===== src/rtl/rv32_pkg.sv =====
// Shared RV32I definitions: opcodes, load/store func3 codes, the memory FSM states,
// the WB-bound register bundle and the misaligned/illegal memory-op check.
package rv32_pkg;

    localparam int unsigned DATA_W = 32;

    localparam logic [6:0] OP_R     = 7'b0110011;
    localparam logic [6:0] OP_I     = 7'b0010011;
    localparam logic [6:0] OP_LOAD  = 7'b0000011;
    localparam logic [6:0] OP_STORE = 7'b0100011;
    localparam logic [6:0] OP_BR    = 7'b1100011;
    localparam logic [6:0] OP_JAL   = 7'b1101111;
    localparam logic [6:0] OP_JALR  = 7'b1100111;
    localparam logic [6:0] OP_LUI   = 7'b0110111;
    localparam logic [6:0] OP_AUIPC = 7'b0010111;

    localparam logic [2:0] F3_B  = 3'b000;
    localparam logic [2:0] F3_H  = 3'b001;
    localparam logic [2:0] F3_W  = 3'b010;
    localparam logic [2:0] F3_BU = 3'b100;
    localparam logic [2:0] F3_HU = 3'b101;

    typedef enum logic {IDLE, WAIT} state_e;

    typedef struct packed {
        logic              valid;
        logic [4:0]        rd;
        logic [2:0]        func3;
        logic [6:0]        opcode;
        logic [DATA_W-1:0] read_data;
        logic [DATA_W-1:0] result;
        logic [DATA_W-1:0] pc;
        logic              lt;
        logic              ltu;
        logic              exc;
    } wb_t;

    // True when a load/store must not reach the bus: unknown width or unaligned address.
    function automatic logic mem_op_bad(input logic is_load, input logic [2:0] f3,
                                        input logic [1:0] a);
        logic illegal;
        logic misaligned;
        if (is_load) begin
            illegal = (f3 == 3'b011) || (f3 == 3'b110) || (f3 == 3'b111);
        end else begin
            illegal = (f3 >= 3'b011);
        end
        misaligned = ((f3[1:0] == 2'b01) && a[0]) || ((f3[1:0] == 2'b10) && (a != 2'b00));
        return illegal || misaligned;
    endfunction

endpackage


===== src/rtl/load_align.sv =====
// Load data aligner: picks the addressed byte/half from the bus word and
// sign- or zero-extends it according to the load func3.
module load_align
    import rv32_pkg::*;
#(
    parameter int unsigned XLEN = 32
) (
    input  logic [XLEN-1:0] rdata_i,
    input  logic [1:0]      addr_i,
    input  logic [2:0]      func3_i,
    output logic [XLEN-1:0] data_o
);

    logic [7:0]  byte_sel;
    logic [15:0] half_sel;

    always_comb begin
        byte_sel = rdata_i[7:0];
        case (addr_i)
            2'b00:   byte_sel = rdata_i[7:0];
            2'b01:   byte_sel = rdata_i[15:8];
            2'b10:   byte_sel = rdata_i[23:16];
            default: byte_sel = rdata_i[31:24];
        endcase
        half_sel = addr_i[1] ? rdata_i[31:16] : rdata_i[15:0];

        case (func3_i)
            F3_B:    data_o = {{(XLEN-8){byte_sel[7]}}, byte_sel};
            F3_BU:   data_o = {{(XLEN-8){1'b0}}, byte_sel};
            F3_H:    data_o = {{(XLEN-16){half_sel[15]}}, half_sel};
            F3_HU:   data_o = {{(XLEN-16){1'b0}}, half_sel};
            default: data_o = rdata_i;
        endcase
    end

endmodule


===== src/rtl/mem_stage.sv =====
// RV32I memory stage: issues loads/stores over a req/ack bus, stalls the pipe while
// waiting, aligns load data and registers everything WB consumes.
module mem_stage
    import rv32_pkg::*;
#(
    parameter int unsigned XLEN   = 32,
    parameter int unsigned ADDR_W = 32
) (
    input  logic              clk,
    input  logic              rst,
    input  logic              valid_in,
    input  logic              flush,
    input  logic [4:0]        rd,
    input  logic [2:0]        func3,
    input  logic [6:0]        opcode,
    input  logic [XLEN-1:0]   result,
    input  logic [XLEN-1:0]   rs2_data,
    input  logic              lt,
    input  logic              ltu,
    input  logic [XLEN-1:0]   PC,
    output logic              stall,
    output logic              dmem_req,
    output logic              dmem_we,
    output logic [ADDR_W-1:0] dmem_addr,
    output logic [XLEN-1:0]   dmem_wdata,
    output logic [3:0]        dmem_be,
    input  logic [XLEN-1:0]   dmem_rdata,
    input  logic              dmem_ack,
    output logic              valid_WB,
    output logic [4:0]        rd_WBin,
    output logic [2:0]        func3_WB,
    output logic [6:0]        opcode_WB,
    output logic [XLEN-1:0]   read_data,
    output logic [XLEN-1:0]   result_WB,
    output logic [XLEN-1:0]   PC_WB,
    output logic              lt_WB,
    output logic              ltu_WB,
    output logic              mem_exc
);

    state_e            state_q;
    logic [ADDR_W-1:0] req_addr_q;
    logic [XLEN-1:0]   req_wdata_q;
    logic [3:0]        req_be_q;
    logic              req_we_q;
    logic              flush_q;
    logic [4:0]        h_rd_q;
    logic [2:0]        h_func3_q;
    logic [6:0]        h_opcode_q;
    logic [XLEN-1:0]   h_result_q;
    logic [XLEN-1:0]   h_pc_q;
    logic              h_lt_q;
    logic              h_ltu_q;
    wb_t               wb_d;
    wb_t               wb_q;

    logic            is_load;
    logic            is_store;
    logic            is_mem;
    logic            bad;
    logic            drop;
    logic            take;
    logic [3:0]      st_be;
    logic [XLEN-1:0] st_wdata;
    logic [XLEN-1:0] ld_data;

    assign is_load  = (opcode == OP_LOAD);
    assign is_store = (opcode == OP_STORE);
    assign is_mem   = is_load || is_store;
    assign bad      = is_mem && mem_op_bad(is_load, func3, result[1:0]);
    assign drop     = flush || !valid_in;
    assign take     = (state_q == IDLE) && !drop && is_mem && !bad;

    assign stall    = (state_q == IDLE) ? take : !dmem_ack;
    assign dmem_req = (state_q == WAIT);
    assign dmem_we    = req_we_q;
    assign dmem_addr  = req_addr_q;
    assign dmem_wdata = req_wdata_q;
    assign dmem_be    = req_be_q;

    always_comb begin
        case (func3[1:0])
            2'b00: begin
                st_be    = 4'b0001 << result[1:0];
                st_wdata = {4{rs2_data[7:0]}};
            end
            2'b01: begin
                st_be    = result[1] ? 4'b1100 : 4'b0011;
                st_wdata = {2{rs2_data[15:0]}};
            end
            default: begin
                st_be    = 4'b1111;
                st_wdata = rs2_data;
            end
        endcase
    end

    load_align #(
        .XLEN(XLEN)
    ) u_load_align (
        .rdata_i(dmem_rdata),
        .addr_i (h_result_q[1:0]),
        .func3_i(h_func3_q),
        .data_o (ld_data)
    );

    // Request and instruction fields are captured at issue so they stay stable through WAIT.
    always_ff @(posedge clk or posedge rst) begin
        if (rst) begin
            state_q     <= IDLE;
            req_addr_q  <= '0;
            req_wdata_q <= '0;
            req_be_q    <= '0;
            req_we_q    <= 1'b0;
            flush_q     <= 1'b0;
            h_rd_q      <= '0;
            h_func3_q   <= '0;
            h_opcode_q  <= '0;
            h_result_q  <= '0;
            h_pc_q      <= '0;
            h_lt_q      <= 1'b0;
            h_ltu_q     <= 1'b0;
        end else begin
            case (state_q)
                IDLE: begin
                    if (take) begin
                        state_q     <= WAIT;
                        req_addr_q  <= {result[ADDR_W-1:2], 2'b00};
                        req_wdata_q <= st_wdata;
                        req_be_q    <= st_be;
                        req_we_q    <= is_store;
                        flush_q     <= 1'b0;
                        h_rd_q      <= rd;
                        h_func3_q   <= func3;
                        h_opcode_q  <= opcode;
                        h_result_q  <= result;
                        h_pc_q      <= PC;
                        h_lt_q      <= lt;
                        h_ltu_q     <= ltu;
                    end
                end
                WAIT: begin
                    if (dmem_ack) begin
                        state_q <= IDLE;
                        flush_q <= 1'b0;
                    end else begin
                        flush_q <= flush_q || flush;
                    end
                end
                default: state_q <= IDLE;
            endcase
        end
    end

    always_comb begin
        wb_d = '0;
        if (state_q == IDLE) begin
            if (!drop && !take) begin
                wb_d.valid  = 1'b1;
                wb_d.func3  = func3;
                wb_d.opcode = opcode;
                wb_d.result = result;
                wb_d.pc     = PC;
                wb_d.lt     = lt;
                wb_d.ltu    = ltu;
                // A faulting op retires with rd=0 so WB writes nothing.
                if (bad) begin
                    wb_d.exc = 1'b1;
                end else begin
                    wb_d.rd = rd;
                end
            end
        end else if (dmem_ack && !flush_q && !flush) begin
            wb_d.valid     = 1'b1;
            wb_d.rd        = h_rd_q;
            wb_d.func3     = h_func3_q;
            wb_d.opcode    = h_opcode_q;
            wb_d.result    = h_result_q;
            wb_d.pc        = h_pc_q;
            wb_d.lt        = h_lt_q;
            wb_d.ltu       = h_ltu_q;
            wb_d.read_data = req_we_q ? '0 : ld_data;
        end
    end

    always_ff @(posedge clk or posedge rst) begin
        if (rst) begin
            wb_q <= '0;
        end else begin
            wb_q <= wb_d;
        end
    end

    assign valid_WB  = wb_q.valid;
    assign rd_WBin   = wb_q.rd;
    assign func3_WB  = wb_q.func3;
    assign opcode_WB = wb_q.opcode;
    assign read_data = wb_q.read_data;
    assign result_WB = wb_q.result;
    assign PC_WB     = wb_q.pc;
    assign lt_WB     = wb_q.lt;
    assign ltu_WB    = wb_q.ltu;
    assign mem_exc   = wb_q.exc;

endmodule

===== config.mk =====
export PLATFORM = sky130hd
export DESIGN_NAME = mem_stage
export DESIGN_NICKNAME = d
export VERILOG_FILES = /design/src/rtl/rv32_pkg.sv /design/src/rtl/load_align.sv /design/src/rtl/mem_stage.sv
export SDC_FILE = /design/constraint.sdc
export NUM_CORES = 1
export LEC_CHECK = 0
export CORE_UTILIZATION = 34
export DETAILED_ROUTE_END_ITERATION = 12
export PLACE_DENSITY = 0.69
export RECOVER_POWER = 25
export SLEW_MARGIN = 0
export SYNTH_ARGS = -nofsm -noshare
export SYNTH_HDL_FRONTEND = slang
export SYNTH_SLANG_ARGS = --single-unit

===== constraint.sdc =====
create_clock -name clk -period 11.8 [get_ports clk]
set_clock_uncertainty 0.15 [all_clocks]
set_input_delay 2.95 -clock clk [delete_from_list [all_inputs] [get_ports clk]]
set_output_delay 2.95 -clock clk [all_outputs]
set_load 0.05 [all_outputs]

==> out/qor.csv <==
metric,value,unit
Tot Pwr,0.00193,W
Synth-to-Final Area Change,44.7,%
post-CTS setup buffers,0,
synthesized area,9680,um^2
unrepaired setup endpoints after global routing,no,
Mean Syn Cell Area,13.4,um^2
drt pass-1 iters,4,
Max VDD drop,0.0935,mV
max cap viols,1,
root buf cell,clkbuf_16,
"Req. time, crit path",8700,ps
crit-path max FO,15,
Placer Congestion,0.815,
highest-delay cell along the critical path,dlygate4sd3_1,
warnings from Yosys,0,
"commonest non-fill, non-tap cells in the layout","clkdlybuf4s50_1 (324), dfrtp_1 (235), a22o_1 (81)",
H-tree levels,1,
Post-DP HPWL,18.4,mm
R2R Setup Slk,8550,ps
first-pass GRT wire length,40.0,mm
Die Height,171,um
Top Ports,336,
worst hold slack,317,ps
Post-CTS Hold Buffers,0,
clock sink count,235,
worst slew pin tran,4430,ps
DR vias/cell,4.80,
final core occ,0.503,
kind of critical path,input pin to output port,
CTS buffer count,26,
row count,61,
Initial Util,0.347,
Yosys top cell area share,0.608,
initial antenna violation count,3,
share of layout cells above drive strength 1,0.149,
Final #Nets,1164,
Post-route DRC,0,
Storage cell area,5880,um^2
"Clk pin slew, worst setup/hold paths",60,ps
Max Fclk,111,MHz
critical path arrival,5900,ps
PwrDens,138,nW/um^2
DRT antenna net count,0,
crit-path max cell delay,830,ps
initial DRC count,411,
Overflow after GRT,0,
"commonest non-fill, non-tap cell in the layout",clkdlybuf4s50_1,
number of synthesized register bits,235,
synth unique cells,37,
die width,171,um
area of the multi-input gates,3270,um^2
cell family with most CP delay,buffers and inverters,
Port Buffers,333,
Filler cells,2444,
hold crit path type,flip-flop to flip-flop,
"critical path, cell by cell","dlygate4sd3_1, or4_1, a2111o_2, nand2_1, clkdlybuf4s50_1",
count of pins over their slew limit,103,
total number of vias,6788,
Core ar.,27900,um^2
Die Area,29100,um^2
Startpoint Class,input pin,
"top cells by area, synth","dfrtp_1 (61%), mux2_4 (9.3%), a22o_1 (7.3%), mux2i_1 (3.2%), mux2_2 (2.7%)",
sequential element share of the synthesized area,0.608,
outcome,"complete, but fails checks",
Synth area leader,dfrtp_1,
"Clk Latency, worst-skew pair",520,ps
DRT Wirelength,26.9,mm
Worst Path Buf+Inv,2,
final setup fails,0,
clk buf depth,3,
Rel. slew slack,-1.97,
total track usage,0.179,
CP Capture Type,output port,
failing checks,"capacitance limit, slew limit",
Post-Syn Instances,723,
post-layout minimum cycle time,9000,ps
number of global-route vias before repair,6940,
largest net degree at the start of global routing,103,
Final period util,0.763,
post-CTS resize count,0,
count of final hold-check violations,0,
Post-Route Setup TNS,0,ps
routed len/inst,19.0,um
TritonCTS clock tree,yes,
Pleak,6.58,nW
==> synth_stat cells <==
library cell  count
and2_1            4
nor3b_1           7
o21ba_2           1
or2_2             1
or3b_2            1
a21oi_1          38
mux2i_1          31
buf_4            32
inv_1            21
nand2b_1          6
a2111o_1          1
o21ai_0          40
dfrtp_1         235
nor2b_1           8
nor3_1            6
a22o_1           81
clkbuf_1         36
mux2_1            4
buf_6             8
a31o_2            1
mux4_2            1
o21ai_1           1
nand2_1          32
nor3b_2           1
nor4_1            1
nor4bb_1          1
or4_1             2
mux2_2           23
o221ai_1          1
buf_1             4
o221a_2           6
nor2_1           24
nand3b_1          1
mux2_4           60
conb_1            1
a221o_1           1
buf_2             1
==> report_power, final <==
| part | total [W] | switching [W] | internal, W |
|---|---|---|---|
| registers | 0.000845 | 0.0000131 | 0.000832 |
| clock network | 0.000831 | 0.000331 | 0.000500 |
| logic | 0.000254 | 0.000145 | 0.000109 |
| total | 0.00193 | 0.000489 | 0.00144 |
==> registers in the layout, indices dropped and copies added (netlist names), 7 cells and up <==
signal      count
h_opcode_q      7
h_pc_q         32
opcode_WB       7
PC_WB          32
result_WB      32
h_result_q     32
read_data      32
dmem_wdata     32
==> per-layer routing <==
metal,part of all wire,track usage,up-vias
met5,0.00041,0,-
met1,0.41,0.220,3369
met2,0.48,0.300,240
li1,-,-,3117
met4,0.035,0.0732,2
met3,0.071,0.0451,60
==> path summary, 6_finish.rpt <==
check,cells after the start,from,endpoint
max,5,func3[0],stall
min,1,h_opcode_q[1],h_opcode_q[1]
max reg2reg,5,dmem_req,h_pc_q[29]
min reg2reg,1,h_opcode_q[1],h_opcode_q[1]
max in group asynchronous,3,rst,dmem_wdata[2]
min in group asynchronous,2,rst,h_result_q[21]
==> cell type report <==
cell class                      instances  area share
Sequential cell                       235       0.420
Timing Repair Buffer                  343       0.243
Multi-Input combinational cell        387       0.233
Clock buffer                           36      0.0549
Tap cell                              378      0.0338
Clock inverter                         12     0.00876
Inverter                               21     0.00572
Antenna cell                            2    0.000357
==> cells by family after synthesis <==
group / after synthesis / synth area share
DFF: 235 / 0.608
AOI/OAI and AO/OA: 171 / 0.126
muxes: 119 / 0.159
buffers and inverters: 102 / 0.0583
and+or+nand+nor: 95 / 0.0487
other: 1 / 0.000387
==> stage by stage <==
stage,setup WS [ps],std cells,instance area (um^2)
final,2800,1414,14000
after global routing,2740,1414,14000
after CTS,2720,1412,14000
after detailed placement,2730,1364,13100
after global placement,2770,1364,13100
after floorplan,2250,724,9680
Note: power is estimated with default switching activity, not from simulation.
